--- src/rtl/sdram_pkg.sv ---
`default_nettype none
// ============================================================================
// Module   : sdram_pkg
// Brief    : Shared types for the sdram_mac register-bus arbiter.
// Revision : 1.0 - initial release
// ============================================================================
package sdram_pkg;

  localparam int C_ADDR_W = 8;
  localparam int C_DATA_W = 32;

  typedef enum logic [1:0] {
    IDLE  = 2'd0,
    GRANT = 2'd1,
    DRAIN = 2'd2
  } arb_state_t;

  typedef struct packed {
    logic [C_ADDR_W-1:0] addr;
    logic [C_DATA_W-1:0] wd;
    logic                we;
    logic                we_len;
    logic                we_a;
  } reg_bus_t;

endpackage
`default_nettype wire

--- src/rtl/sdram_arb.sv ---
`default_nettype none
// ============================================================================
// Module   : sdram_arb
// Brief    : Round-robin arbiter muxing two requesters onto the sdram_mac
//            register bus. Define SDRAM_ARB_TIMEOUT_EN for the grant watchdog.
// Revision : 1.0 - initial release
// ============================================================================
module sdram_arb
  import sdram_pkg::*;
#(
  parameter int TIMEOUT_CYCLES = 4096
) (
  input  logic                CLK,
  input  logic                RESET,
  input  logic [1:0]          REQ,
  output logic [1:0]          GNT,
  input  logic [C_ADDR_W-1:0] ADDR0,
  input  logic [C_ADDR_W-1:0] ADDR1,
  input  logic [C_DATA_W-1:0] WD0,
  input  logic [C_DATA_W-1:0] WD1,
  input  logic                WE0,
  input  logic                WE1,
  input  logic                WE_LEN0,
  input  logic                WE_LEN1,
  input  logic                WE_A0,
  input  logic                WE_A1,
  output logic [C_DATA_W-1:0] RD,
  output logic [1:0]          BUSY_OUT,
  output logic [C_ADDR_W-1:0] M_ADDR,
  output logic [C_DATA_W-1:0] M_WD,
  output logic                M_WE,
  output logic                M_WE_LEN,
  output logic                M_WE_A,
  input  logic [C_DATA_W-1:0] M_RD,
  input  logic                M_BUSY
);

  arb_state_t r_state;
  logic [1:0] r_gnt;
  logic       r_last;
  logic [1:0] w_block;
  logic [1:0] w_req_elig;
  logic [1:0] w_pick;
  logic       w_timeout;
  reg_bus_t   w_bus0;
  reg_bus_t   w_bus1;
  reg_bus_t   w_sel;

  // With both requesting, the one not served last wins.
  function automatic logic [1:0] rr_pick(input logic [1:0] req, input logic last);
    if (req == 2'b11)
      return last ? 2'b01 : 2'b10;
    else
      return req;
  endfunction

  if (TIMEOUT_CYCLES < 2) begin : g_bad_timeout
    $error("sdram_arb: TIMEOUT_CYCLES must be at least 2");
  end

`ifdef SDRAM_ARB_TIMEOUT_EN
  localparam int C_WDT_W = $clog2(TIMEOUT_CYCLES);

  logic [C_WDT_W-1:0] r_wdt;
  logic [1:0]         r_block;

  assign w_timeout = (r_wdt == C_WDT_W'(TIMEOUT_CYCLES - 1));
  assign w_block   = r_block;

  // A timed-out requester stays locked out until it drops REQ for a cycle.
  always_ff @(posedge CLK) begin
    if (RESET) begin
      r_wdt   <= '0;
      r_block <= 2'b00;
    end else begin
      if (r_state == GRANT && !w_timeout)
        r_wdt <= r_wdt + C_WDT_W'(1);
      else
        r_wdt <= '0;
      r_block <= (r_block & REQ) |
                 ({2{r_state == GRANT && w_timeout}} & r_gnt & REQ);
    end
  end
`else
  assign w_timeout = 1'b0;
  assign w_block   = 2'b00;
`endif

  assign w_req_elig = REQ & ~w_block;
  assign w_pick     = rr_pick(w_req_elig, r_last);

  // While granted, r_last is the index of the current owner.
  always_ff @(posedge CLK) begin
    if (RESET) begin
      r_state <= IDLE;
      r_gnt   <= 2'b00;
      r_last  <= 1'b1;
    end else begin
      case (r_state)
        IDLE: begin
          if (|w_req_elig) begin
            r_state <= GRANT;
            r_gnt   <= w_pick;
            r_last  <= w_pick[1];
          end
        end
        GRANT: begin
          if (!REQ[r_last] || w_timeout) begin
            r_state <= DRAIN;
            r_gnt   <= 2'b00;
          end
        end
        DRAIN: begin
          if (!M_BUSY)
            r_state <= IDLE;
        end
        default: begin
          r_state <= IDLE;
          r_gnt   <= 2'b00;
        end
      endcase
    end
  end

  assign w_bus0 = '{addr: ADDR0, wd: WD0, we: WE0, we_len: WE_LEN0, we_a: WE_A0};
  assign w_bus1 = '{addr: ADDR1, wd: WD1, we: WE1, we_len: WE_LEN1, we_a: WE_A1};

  always_comb begin
    w_sel = (r_state == GRANT && r_gnt[1]) ? w_bus1 : w_bus0;
    if (RESET || r_state != GRANT) begin
      w_sel.we     = 1'b0;
      w_sel.we_len = 1'b0;
      w_sel.we_a   = 1'b0;
    end
  end

  assign GNT         = r_gnt;
  assign M_ADDR      = w_sel.addr;
  assign M_WD        = w_sel.wd;
  assign M_WE        = w_sel.we;
  assign M_WE_LEN    = w_sel.we_len;
  assign M_WE_A      = w_sel.we_a;
  assign RD          = M_RD;
  assign BUSY_OUT[0] = r_gnt[0] ? M_BUSY : 1'b1;
  assign BUSY_OUT[1] = r_gnt[1] ? M_BUSY : 1'b1;

endmodule
`default_nettype wire

--- config.mk ---
export PLATFORM = sky130hd
export DESIGN_NAME = sdram_arb
export DESIGN_NICKNAME = d
export VERILOG_FILES = /design/src/rtl/sdram_pkg.sv /design/src/rtl/sdram_arb.sv
export SDC_FILE = /design/constraint.sdc
export NUM_CORES = 1
export LEC_CHECK = 0
export ABC_AREA = 1
export CAP_MARGIN = 20
export CORE_AREA = 2 2 78 80
export CTS_CLUSTER_DIAMETER = 80
export DETAILED_ROUTE_END_ITERATION = 10
export DIE_AREA = 0 0 80 82
export HOLD_SLACK_MARGIN = 0.1
export PLACE_DENSITY = 0.79
export REMOVE_ABC_BUFFERS = 1
export SYNTH_ARGS = -nofsm -noshare
export SYNTH_HDL_FRONTEND = slang
export SYNTH_SLANG_ARGS = --single-unit
--- constraint.sdc ---
create_clock -name CLK -period 1.56 [get_ports CLK]
set_clock_uncertainty 0.1 [all_clocks]
set_input_delay 0.312 -clock CLK [delete_from_list [all_inputs] [get_ports CLK]]
set_output_delay 0.312 -clock CLK [all_outputs]
set_load 0.02 [all_outputs]
# Word-level counts from Yosys, hierarchy flattened
# Index checks and enable logic that the tools add are counted.
dict set report word_totals {
  wordCells 34
  in_bits 123
  output_inout_bits 79
  ff_bits 5
}
dict set report op_classes {
  bitwise_logic 1
  muxes 15
  n_reduce_logical 7
  n_eq_ne 7
  order_cmp 1
}
# cell count
set ops {}
lappend ops {{$mux W43} 1}
lappend ops {{$mux W2} 7}
lappend ops {{$pmux W2 S3} 2}
lappend ops {{$ne A2 B2 Y1 const B} 3}
lappend ops {{$reduce_and A3 Y1} 2}
lappend ops {{$eq A2 B2 Y1 const B} 2}
lappend ops {{$mux W1} 4}
lappend ops {{$mux W3} 1}
lappend ops {{$eq A2 B1 Y1 const B} 1}
lappend ops {{$logic_not A2 Y1} 1}
lappend ops {{$lt A1 B2 Y1 const B} 1}
lappend ops {{$ne A2 B1 Y1 const B} 1}
lappend ops {{$reduce_and A2 Y1} 1}
lappend ops {{$reduce_or A2 Y1} 1}
lappend ops {{$logic_and A1 B1 Y1} 1}
lappend ops {{$logic_or A1 B1 Y1} 1}
lappend ops {{$not A1 Y1} 1}

# Depth between registers and ports, before layout
# Gate-level depths: netlist of run 1.
dict set report logic_depth {
  ltp_word 4
  ltp_mapped 7
  depth_no_buf 7
}

# Worst setup path before layout of run 1
# Ideal clock, no wire load.
dict set report synth_timing {
  path_type {register to output}
  from {register r_gnt[1], in the netlist GNT[1]}
  to {output port M_WD[10]}
  required_time_ps 1148
  path_slack_ps -33
  path_stages_with_launch 4
  t_arrival_ps 1181
  path_buffers 1
  cell_sequence {dfxtp_1 -> nand2_4 -> buf_6 -> mux2_4}
}
dict set report synth_via {
  elab_chain_len 2
}
# item line
set synth_lines {}
lappend synth_lines {{from (decl)} sdram_arb.sv:39} ;# logic [1:0] r_gnt;
lappend synth_lines {{from (signal assigned)} sdram_arb.sv:103} ;# r_gnt <= w_pick;
lappend synth_lines {{$logic_and A1 B1 Y1} sdram_arb.sv:129} ;# w_sel = (r_state == GRANT && r_gnt[1]) ? w_bus1 : w_bus0;
lappend synth_lines {{$mux W43} sdram_arb.sv:129}
lappend synth_lines {{to (decl)} sdram_arb.sv:30} ;# output logic [C_DATA_W-1:0] M_WD,
# Every way passes these cells.

# Worst setup path after layout of run 1
dict set report layout_timing {
  from {register r_state[0]}
  to {output port M_WD[0]}
}
dict set report layout_via {
  elab_chain_len 3
}
# item line
set layout_lines {}
lappend layout_lines {{from (decl)} sdram_arb.sv:38} ;# arb_state_t r_state;
lappend layout_lines {{from (signal assigned)} sdram_arb.sv:95} ;# r_state <= IDLE;
lappend layout_lines {{from (signal assigned)} sdram_arb.sv:102} ;# r_state <= GRANT;
lappend layout_lines {{from (signal assigned)} sdram_arb.sv:109} ;# r_state <= DRAIN;
lappend layout_lines {{$eq A2 B1 Y1} sdram_arb.sv:129}
lappend layout_lines {{$logic_and A1 B1 Y1} sdram_arb.sv:129}
lappend layout_lines {{$mux W43} sdram_arb.sv:129}
# Every way passes these cells.

==> key figures, run 1 <==
Outcome
  • Status: finished, violations left
  • Violated checks: negative setup slack

Synthesis
  • Post-synth top flop: dfxtp_1
  • Syn Inst Count: approximately 120
  • Seq/Total Area, Yosys: under 10%
  • YS warnings: 0
  • Ranking of synthesized cells by area: mux2_4 48%, buf_4 21%, dfxtp_1 8.6%
  • Yosys cell types: 14
  • Post-synth top area cell: mux2_4
  • Top cell type's share of synthesized area: ~48%
  • Yosys reg bits: 5
  • Synth Area per Inst: roughly 9.6 sq um
  • Mapped Area: ~1200 sq um
  • Top-count cell post-synth: mux2_4
  • EDFF count, synth: 0
  • Most common library cells after synthesis: 37 x mux2_4, 32 x buf_4, 17 x nand2_1, 8 x nand3_1, 6 x a21oi_1
  • Ys async rst share: 0%

Global route
  • Initial antenna violation count: 0
  • Largest net degree at the start of global routing: 11
  • Remaining Overflow, GRT: 0
  • Vias in the first global route: between 1000 and 1500
  • First-pass GRT wire length: ~7500 um
  • Global-route usage over all layers: roughly 16%

Setup path
  • Crit path kind: flop to primary output
  • Worst Setup SP: r_state[0]
  • Crit path to: M_WD[0]
  • Worst endpoint data arrival time: between 1 and 1.5 ns
  • WP data required: around 1.2 ns
  • R2R Path Start: r_state[0]
  • Reg2reg path depth: 9
  • Highest net fanout along the worst path: 10
  • Reg-to-reg endpoint: GNT[1]
  • Reg2Reg Setup Slack: 0.21 ns
  • CP Launch Type: flop
  • CP endpoint kind: primary output

Run
  • MaxCap Viol Count: 0

Die
  • Core area: ~5700 sq um
  • Initial core utilization: 20.3%
  • Die width: about 80 um
  • Io pins: around 200
  • Die H: 82 um
  • DIE AREA: 6560 sq um
  • Num rows: 28

Drt
  • Vias: ~1400
  • Routed wire per std cell: 17.9 um
  • Detailed Route WL: 5700 um
  • DRT Pass-1 Iters: 6
  • DRT antenna net count: 0
  • Initial drt markers: 34
  • Via density: between 4 and 5
  • DRC Markers: 0

STA
  • Max Clk Rate: about 0.53 GHz
  • Pins Over Slew Limit: 0
  • Final Hold Vio Count: 0
  • RSZ-0062 raised after global routing: true
  • Max_slew headroom: about four fifths
  • Min cycle time layout: roughly 1.9 ns
  • Worst-Margin Slew: approximately 0.27 ns
  • Final Worst Setup Slack: -0.312 ns
  • # setup viols final: 43
  • WHS: 0.384 ns
  • Part of the cycle the worst path needs: 120%

Placement
  • Final HPWL DP: about 4700 um
  • Placer Congestion: slightly below 0.8
  • Port bufs: 137

Clock network
  • H-tree depth: 1
  • Clk_lat worst skew: 0.23 ns
  • Clk buf depth: 2
  • Worst-path clk slew: about 0.040 ns
  • TritonCTS clock tree: yes
  • CTS root buf: clkbuf_8
  • # clock sinks: 5
  • Total CTS buffers: 3

Pwr
  • Leak: between 1 and 1.5 nW
  • Pwr Total: between 0.001 and 0.0015 W
  • Max rail drop VDD: 334 uV
  • Power per cell area: 470 nW/um^2

Final layout
  • Share of cells above drive strength 1: between 40% and 50%
  • Layout fillers: roughly 560
  • Final core utilization: between 40% and 50%
  • Nets: approximately 370
  • Synth-to-layout area growth: 125%
  • Antenna diodes: 0

Hold path
  • Hold Crit Class: flop to flop
-- flip-flops by register name, indices dropped and copies added (netlist names) --
| signal | flops |
|---|---|
| GNT | 2 |
| r_last | 1 |
| r_state | 2 |
-- logic make-up after synthesis --
group / Yosys count / synth area share (%)
AOI/OAI and AO/OA: 8 / 3.65
buffers and inverters: 40 / 25.8
DFF: 5 / 8.58
muxes: 40 / 50.5
and+or+nand+nor: 29 / 11.5
-- cell type report --
type	instances	area [sq um]	area share, %
clock buffer	4	45.0	1.72
inverter	4	15.0	0.573
tap	75	93.8	3.58
sequential	5	101	3.86
timing repair buffer	153	1550	59.2
multi-input combinational	77	816	31.1
-- repair_timing --
action | in CTS | in global routing
hold buffers | 0 | 0
setup buffers | 4 | 5
gates resized for setup | 251 | 27
gates cloned | 2 | 0
pin swaps | 2 | 5
setup endpoints to repair | 47 | 46
-- metal layers --
| layer | global-route usage (%) | vias up | share of wire, % |
|---|---|---|---|
| met4 | 3.56 | 2 | 0.88 |
| met3 | 13.3 | 8 | 19 |
| li1 | - | 625 | - |
| met5 | 7.50 | - | 0.60 |
| met1 | 16.7 | 614 | 37 |
| met2 | 22.6 | 142 | 42 |
-- critical path: stages, from the launching register on --
cell,delay (ns)
dfxtp_2,0.31
inv_2,0.07
nor2_4,0.04
nand2_4,0.15
buf_12,0.17
mux2_2,0.33
buf_2,0.16
-- cells in the final DEF, fill, tap and decap left out --
cell type	count
inv_1	3
buf_12	4
a21oi_1	3
clkbuf_2	1
o21ai_0	1
mux2_4	38
buf_6	39
mux2_2	2
nand3_2	3
inv_2	1
nand2_2	2
nor2_1	2
dfxtp_1	4
buf_4	11
nand2_1	13
a21oi_2	3
nand3_1	5
dfxtp_2	1
dlygate4sd2_1	1
nand2_4	3
o31ai_1	1
clkdlybuf4s50_1	90
clkbuf_8	3
buf_2	7
clkbuf_1	1
nor2_4	1
-- power breakdown --
| part | leakage (nW) | switching [W] | internal, W | total, W |
|---|---|---|---|---|
| Combinational | 1.20 | 0.000313 | 0.000517 | 0.000830 |
| Sequential | 0.0416 | 0.0000141 | 0.000146 | 0.000160 |
| Clock | 0.0228 | 0.0000680 | 0.000176 | 0.000244 |
-- worst min-delay path by stage --
stage | start | slack [ns] | endpoint | depth (start not counted)
final | GNT[0] | 0.38 | GNT[0] | 2
after detailed placement | GNT[0] | 0.38 | GNT[0] | 2
after global placement | GNT[0] | 0.37 | GNT[0] | 2
after CTS | GNT[0] | 0.39 | GNT[0] | 2
after global routing | GNT[0] | 0.43 | GNT[0] | 2
after floorplan | RESET | 0.28 | GNT[0] | 1
-- per-stage QoR --
step / TNS, ns / setup WS [ns] / cell area [sq um] / std cells
4_1_cts: -15.01 / -0.437 / 2600 / 318
2_1_floorplan: -11.75 / -0.277 / 881 / 86
3_3_place_gp: -19.19 / -0.467 / 2460 / 308
6_report: -11.95 / -0.312 / 2620 / 318
3_5_place_dp: -20.75 / -0.538 / 2460 / 308
5_1_grt: -14.02 / -0.355 / 2620 / 318
(Power assumes the default switching activity.)
==> run 2, diff against run 1 <==
--- a/config.mk
+++ b/config.mk
@@ -7,12 +7,13 @@
 export LEC_CHECK = 0
 export ABC_AREA = 1
 export CAP_MARGIN = 20
-export CORE_AREA = 2 2 78 80
+export CORE_MARGIN = 8
+export CORE_UTILIZATION = 21
 export CTS_CLUSTER_DIAMETER = 80
 export DETAILED_ROUTE_END_ITERATION = 10
-export DIE_AREA = 0 0 80 82
+export GPL_TIMING_DRIVEN = 0
 export HOLD_SLACK_MARGIN = 0.1
-export PLACE_DENSITY = 0.79
+export PLACE_DENSITY = 0.81
 export REMOVE_ABC_BUFFERS = 1
 export SYNTH_ARGS = -nofsm -noshare
 export SYNTH_HDL_FRONTEND = slang
==> run 2 against run 1 <==
Effect of this change: the flow still finishes with violations (negative setup slack); maximum frequency down 0.36%; final area up 1.3%; sequential power about the same; combinational power is 7.3% higher; setup slack got worse by 0.0068 ns; hold slack improved by 0.012 ns; register-to-register slack hardly changed; wire length up 17%; cell count shrank 1.6%; count of clock-buffer cells in the layout unchanged; core utilization grew 3.2 points; power is 5.5% higher; critical path type unchanged; largest power group unchanged.
==> key figures, run 2 (synthesized netlist as in run 1, its figures left out) <==
Pwr
  • Switch share: 34.6% (was 32.1%)
  • Pwr Total: 0.00130 W (was 0.00123 W)
  • Fraction of power consumed by sequential logic: 12.4% (was 12.9%)
  • Internal Power: 0.000851 W (was 0.000838 W)
  • Leak: 1.21 nW (was 1.26 nW)
  • P_sw: 0.000450 W (was 0.000395 W)
  • Clock share of power: 19.2% (was 19.8%)
  • Combinational power share: 68.4% (was 67.3%)
  • Max rail drop VDD: 397 uV (was 334 uV)
  • Power per cell area: 490 nW/um^2 (was 470 nW/um^2)

Final layout
  • Sequential Area: 106 sq um (was 101 sq um)
  • Most frequent cells in the layout: 90 x clkdlybuf4s50_1, 42 x buf_6, 37 x mux2_4 (was 90 x clkdlybuf4s50_1, 39 x buf_6, 38 x mux2_4)
  • Nets: 365 (was 367)
  • Post-route cell area: 2660 sq um (was 2620 sq um)
  • Layout fillers: 512 (was 558)
  • Post-Layout Cell Count: 313 (was 318)
  • Multi-input logic area: 906 sq um (was 816 sq um)
  • Commonest non-fill, non-tap cell in the layout: clkdlybuf4s50_1 (unchanged)
  • Share of cells above drive strength 1: 46.5% (was 49.0%)
  • Antenna diodes: 0 (unchanged)
  • Synth-to-layout area growth: 128% (was 125%)

Clock network
  • H-tree depth: 1 (unchanged)
  • Clk buf depth: 2 (unchanged)
  • TritonCTS clock tree: yes (unchanged)
  • Worst-path clk slew: 0.04 ns (about the same)
  • Clk_lat worst skew: 0.23 ns (about the same)
  • CTS root buf: clkbuf_8 (unchanged)
  • Total CTS buffers: 3 (unchanged)
  • # clock sinks: 5 (unchanged)

Drt
  • Routed wire per std cell: 21.3 um (was 17.9 um)
  • DRT antenna net count: 0 (unchanged)
  • Detailed Route WL: 6670 um (was 5700 um)
  • Via density: 4.48 (was 4.37)
  • Vias: 1401 (was 1391)
  • DRT Pass-1 Iters: 4 (was 6)
  • DRC Markers: 0 (unchanged)
  • Initial drt markers: 15 (was 34)

Run
  • MaxCap Viol Count: 0 (unchanged)

Placement
  • Inst Count DP: 295 (was 308)
  • Final HPWL DP: 5150 um (was 4690 um)
  • Placed cell areas: 2340 sq um (was 2460 sq um)
  • Placer Congestion: 0.721 (was 0.773)
  • Port bufs: 137 (unchanged)
  • Dpl ws: -0.909 ns (was -0.538 ns)

Global route
  • Largest net degree at the start of global routing: 9 (was 11)
  • Vias in the first global route: 1500 (was 1382)
  • Global-route usage over all layers: 15.6% (about the same)
  • First-pass GRT wire length: 9760 um (was 7500 um)
  • Remaining Overflow, GRT: 0 (unchanged)
  • Initial antenna violation count: 0 (unchanged)

Setup path
  • CP endpoint kind: primary output (unchanged)
  • Slowest CP cell: dfxtp_2 (was mux2_2)
  • Crit path cell chain: inv_2 > nor2_4 > buf_12 > nand2_8 > mux2_4 > buf_6 (was inv_2 > nor2_4 > nand2_4 > buf_12 > mux2_2 > buf_2)
  • Worst endpoint data arrival time: 1.47 ns (was 1.46 ns)
  • Crit path kind: flop to primary output (unchanged)
  • Crit-path max cell delay: 0.32 ns (was 0.33 ns)
  • CP top delay family: buffers and inverters (unchanged)
  • CP Launch Type: flop (unchanged)
  • Highest net fanout along the worst path: 8 (was 10)
  • WP buf/inv: 3 (unchanged)
  • WP data required: 1.15 ns (about the same)

STA
  • Max Clk Rate: 0.532 GHz (was 0.534 GHz)
  • RSZ-0062 raised after global routing: true (unchanged)
  • WHS: 0.396 ns (was 0.384 ns)
  • Final Hold Vio Count: 0 (unchanged)
  • Max_slew headroom: 84.7% (was 81.5%)
  • Pins Over Slew Limit: 0 (unchanged)
  • Part of the cycle the worst path needs: 120% (about the same)
  • Final Worst Setup Slack: -0.319 ns (was -0.312 ns)
  • Min cycle time layout: 1.88 ns (was 1.87 ns)
  • Worst-Margin Slew: 0.228 ns (was 0.274 ns)
  • # setup viols final: 43 (unchanged)

Die
  • Die H: 90.5 um (was 82 um)
  • Num rows: 27 (was 28)
  • Io pins: 202 (unchanged)
  • Core area: 5440 sq um (was 5750 sq um)
  • Initial core utilization: 21.4% (was 20.3%)
  • DIE AREA: 8190 sq um (was 6560 sq um)
  • Die width: 90.5 um (was 80 um)

Outcome
  • Status: finished, violations left (unchanged)
  • Violated checks: negative setup slack (unchanged)

Hold path
  • Hold Crit Class: flop to flop (unchanged)
## run 2: cell types whose count changed in the layout (fill, tap and decap cells not counted), moves of 3 or more
cell / previous run / this run
nand3_1: 5 / 8
nand2_8: 0 / 7
nand2_4: 3 / 0
nand3_2: 3 / 0
buf_2: 7 / 2
buf_4: 11 / 7
buf_6: 39 / 42
## run 2: layer usage
layer | GRT usage (%) | routed length (um)
met1 | 16.0 | 2510
met2 | 22.9 | 2790
met3 | 14.1 | 1290
met4 | 2.50 | 31
met5 | 5.13 | 48
## run 2: cell type report
class	instances	share of cell area, %
repair buffers	145	56.2
multi-input cells	83	34.1
flip-flops and latches	5	4.00
well taps	72	3.39
clock buffers	4	1.70
inverters	4	0.565
## run 2: worst min-delay path: stages (launching register included)
cell	delay, ns
dfxtp_1	0.32
nand2_1	0.07
a21oi_1	0.05
## run 2: power groups by stage
stage / Sequential (W) / Clock (W) / Combinational [W]
5_1_grt: 0.000164 / 0.000261 / 0.000941
2_1_floorplan: 0.000167 / 0 / 0.000314
3_5_place_dp: 0.000164 / 0 / 0.000735
4_1_cts: 0.000161 / 0.000247 / 0.000888
6_report: 0.000161 / 0.000250 / 0.000891
3_3_place_gp: 0.000163 / 0 / 0.000724
## run 2: final timing paths
path | start | end | slack, ns | depth (start not counted)
max | r_state[0] | M_WD[30] | -0.32 | 6
min | GNT[0] | GNT[0] | 0.40 | 2
max reg2reg | r_state[0] | GNT[1] | 0.22 | 8
min reg2reg | GNT[0] | GNT[0] | 0.40 | 2
## run 2: repair_timing
action / CTS / global route
gates cloned: 6 / 0
pin swaps: 6 / 5
gates resized for setup: 272 / 11
setup buffers: 7 / 1
hold buffers: 0 / 0
setup endpoints to repair: 47 / 45
## run 2: stage by stage
stage	setup TNS (ns)	util, %
final	-12.89	48.8
after global routing	-15.22	48.8
after CTS	-14.08	48.5
after detailed placement	-38.64	43.1
after global placement	-37.99	43.1
after floorplan	-11.75	-
==> variant: new RTL, settings of run 1 <==
Re-encode `arb_state_t` (3 states) as one-hot, 3 bits wide.
--- a/src/rtl/sdram_pkg.sv
+++ b/src/rtl/sdram_pkg.sv
@@ -10,8 +10,8 @@
   localparam int C_DATA_W = 32;
 
-  typedef enum logic [1:0] {
-    IDLE  = 2'd0,
-    GRANT = 2'd1,
-    DRAIN = 2'd2
+  typedef enum logic [2:0] {
+    IDLE  = 3'b001,
+    GRANT = 3'b010,
+    DRAIN = 3'b100
   } arb_state_t;
 
Check against the original RTL: no difference found for any inputs over 10 cycles, from zero or initial values and one cycle with RESET high; not proved beyond that.
==> variant against run 1 <==
  * The flow still finishes with violations (negative setup slack)
  * Core utilization grew 4.3 points
  * Highest routed layer unchanged
  * Total power grew 1.0%
  * Count of clock-buffer cells in the layout shrank 1
  * Sequential power rose by 24%
  * Clock power is 6% lower
  * Global-route usage up 3.4 points
  * Area after synthesis fell by 0.64%
  * Sequential cell count increased by 1
  * Setup slack worse by 0.051 ns
  * Wire length rose by 26%
  * Final area is 9.4% higher
==> variant: results (changes against run 1) <==
GRT
  – Vias in the first global route: 1774 (+28%)
  – Met3 Track Usage GR: 15.2% (+1.9 points)
  – First-pass GRT wire length: 9250 um (+23%)
  – GRT Max-Usage Layer: met2
  – Total track usage: 18.9% (+3.4 points)
  – Largest net degree at the start of global routing: 25 (+14)
  – Met1 global-route usage: 23.8% (+7.1 points)
  – M2 GR Usage: 25.6% (+3.0 points)

Final layout
  – Fillers: 563 (+0.90%)
  – Nets@finish: 483 (+32%)
  – Non-clock buffer count: 166 (+8.5%)
  – NonClk Buf Share: 60.4% (+1.3 points)
  – Count of non-CTS inverters in the layout: 13 (+9)
  – Antenna Cells: 1 (+1)
  – Multi-input comb cells: 170 (+120%)
  – Clk cell area share: 1.44% (-0.28 points)
  – Share of cells above drive strength 1: 36.0% (-13 points)
  – Clkbuf count: 3 (-1)

Power
  – Sequential power: 0.199 mW (+24%)
  – Sw frac: 35.2% (+3.1 points)
  – Logic pwr share: 65.7% (-1.6 points)

STA
  – Worst-margin pin slew: 0.227 ns (-0.0472 ns)
  – Endpoints failing setup: 43 (unchanged)
  – Setup TNS: -14.00 ns (-2.05 ns)
  – Setup slack after layout: -0.363 ns (-0.0513 ns)

Run status
  – Status: finished, violations left
  – Failing checks: negative setup slack

Drt
  – Max layer used: met5
  – Routed length on met1: 2950 um (+38%)
  – DRT Pass-1 Iters: 4 (-2)
  – Initial drt markers: 49 (+44%)
  – Met2 routed WL: 2880 um (+21%)
  – Met3 wire length: 1280 um (+18%)
  – Via density per instance: 4.38 (+0.24%)

Critical path
  – Slowest cell delay on critical path: 0.31 ns (-0.02 ns)
  – Critical Path AT: 1.51 ns (+0.05 ns)
  – Crit path max-delay cell type: dfxtp_2

Synthesis
  – Post-synthesis mux area share: 0% (-51 points)
  – Post-synth top cells: nand2_1, buf_4, nor2_1
  – Netlist cell types: 13 (-1)
  – Complex-gate fraction of the synthesized area: 4.10% (+0.46 points)
  – Dominant synthesized flop cell: dfxtp_1
  – Largest cells by area after synthesis: nand2_1, buf_4, dfxtp_1, nor2_1, buf_6
  – Seq/Total Area, Yosys: 10.4% (+1.8 points)

Clock network
  – Clk sinks: 6 (+1)
  – Resized cells post-CTS: 245 (-2.4%)

Placement
  – Setup WS pre-CTS: -0.611 ns (-0.0731 ns)
  – DPL Wire Length: 5330 um (+14%)
  – GPL Wtd Cong: 0.834 (+7.9%)
variant: cell types whose count changed after synthesis, sizes merged:
cell    before  now
o21ai        1    5
nand3        8    3
dfxtp        5    6
a21oi        6    3
nor2         3   20
o31ai        1    0
mux2        40    0
o211ai       0    1
nand2       18  138
inv          4   13
buf         36   40
variant: metrics by stage:
step	total power, mW	area [um^2]	std cells
2_1_floorplan	0.462	843	189
3_3_place_gp	0.911	2460	418
3_5_place_dp	0.922	2460	418
4_1_cts	1.15	2540	427
5_1_grt	1.32	2870	433
6_report	1.25	2870	434
variant: kinds of logic after synthesis:
family / Yosys count
compound gates: 9
flops: 6
simple gates: 161
buf+inv: 53
variant: final timing paths:
check | from | to | slack, ns | cells past startpoint
hold reg to reg | GNT[0] | GNT[0] | 0.45 | 4
hold / removal | GNT[0] | GNT[0] | 0.45 | 4
setup reg to reg | r_state[0] | r_last | 0.13 | 8
setup / recovery | r_state[2] | M_WE_LEN | -0.36 | 11
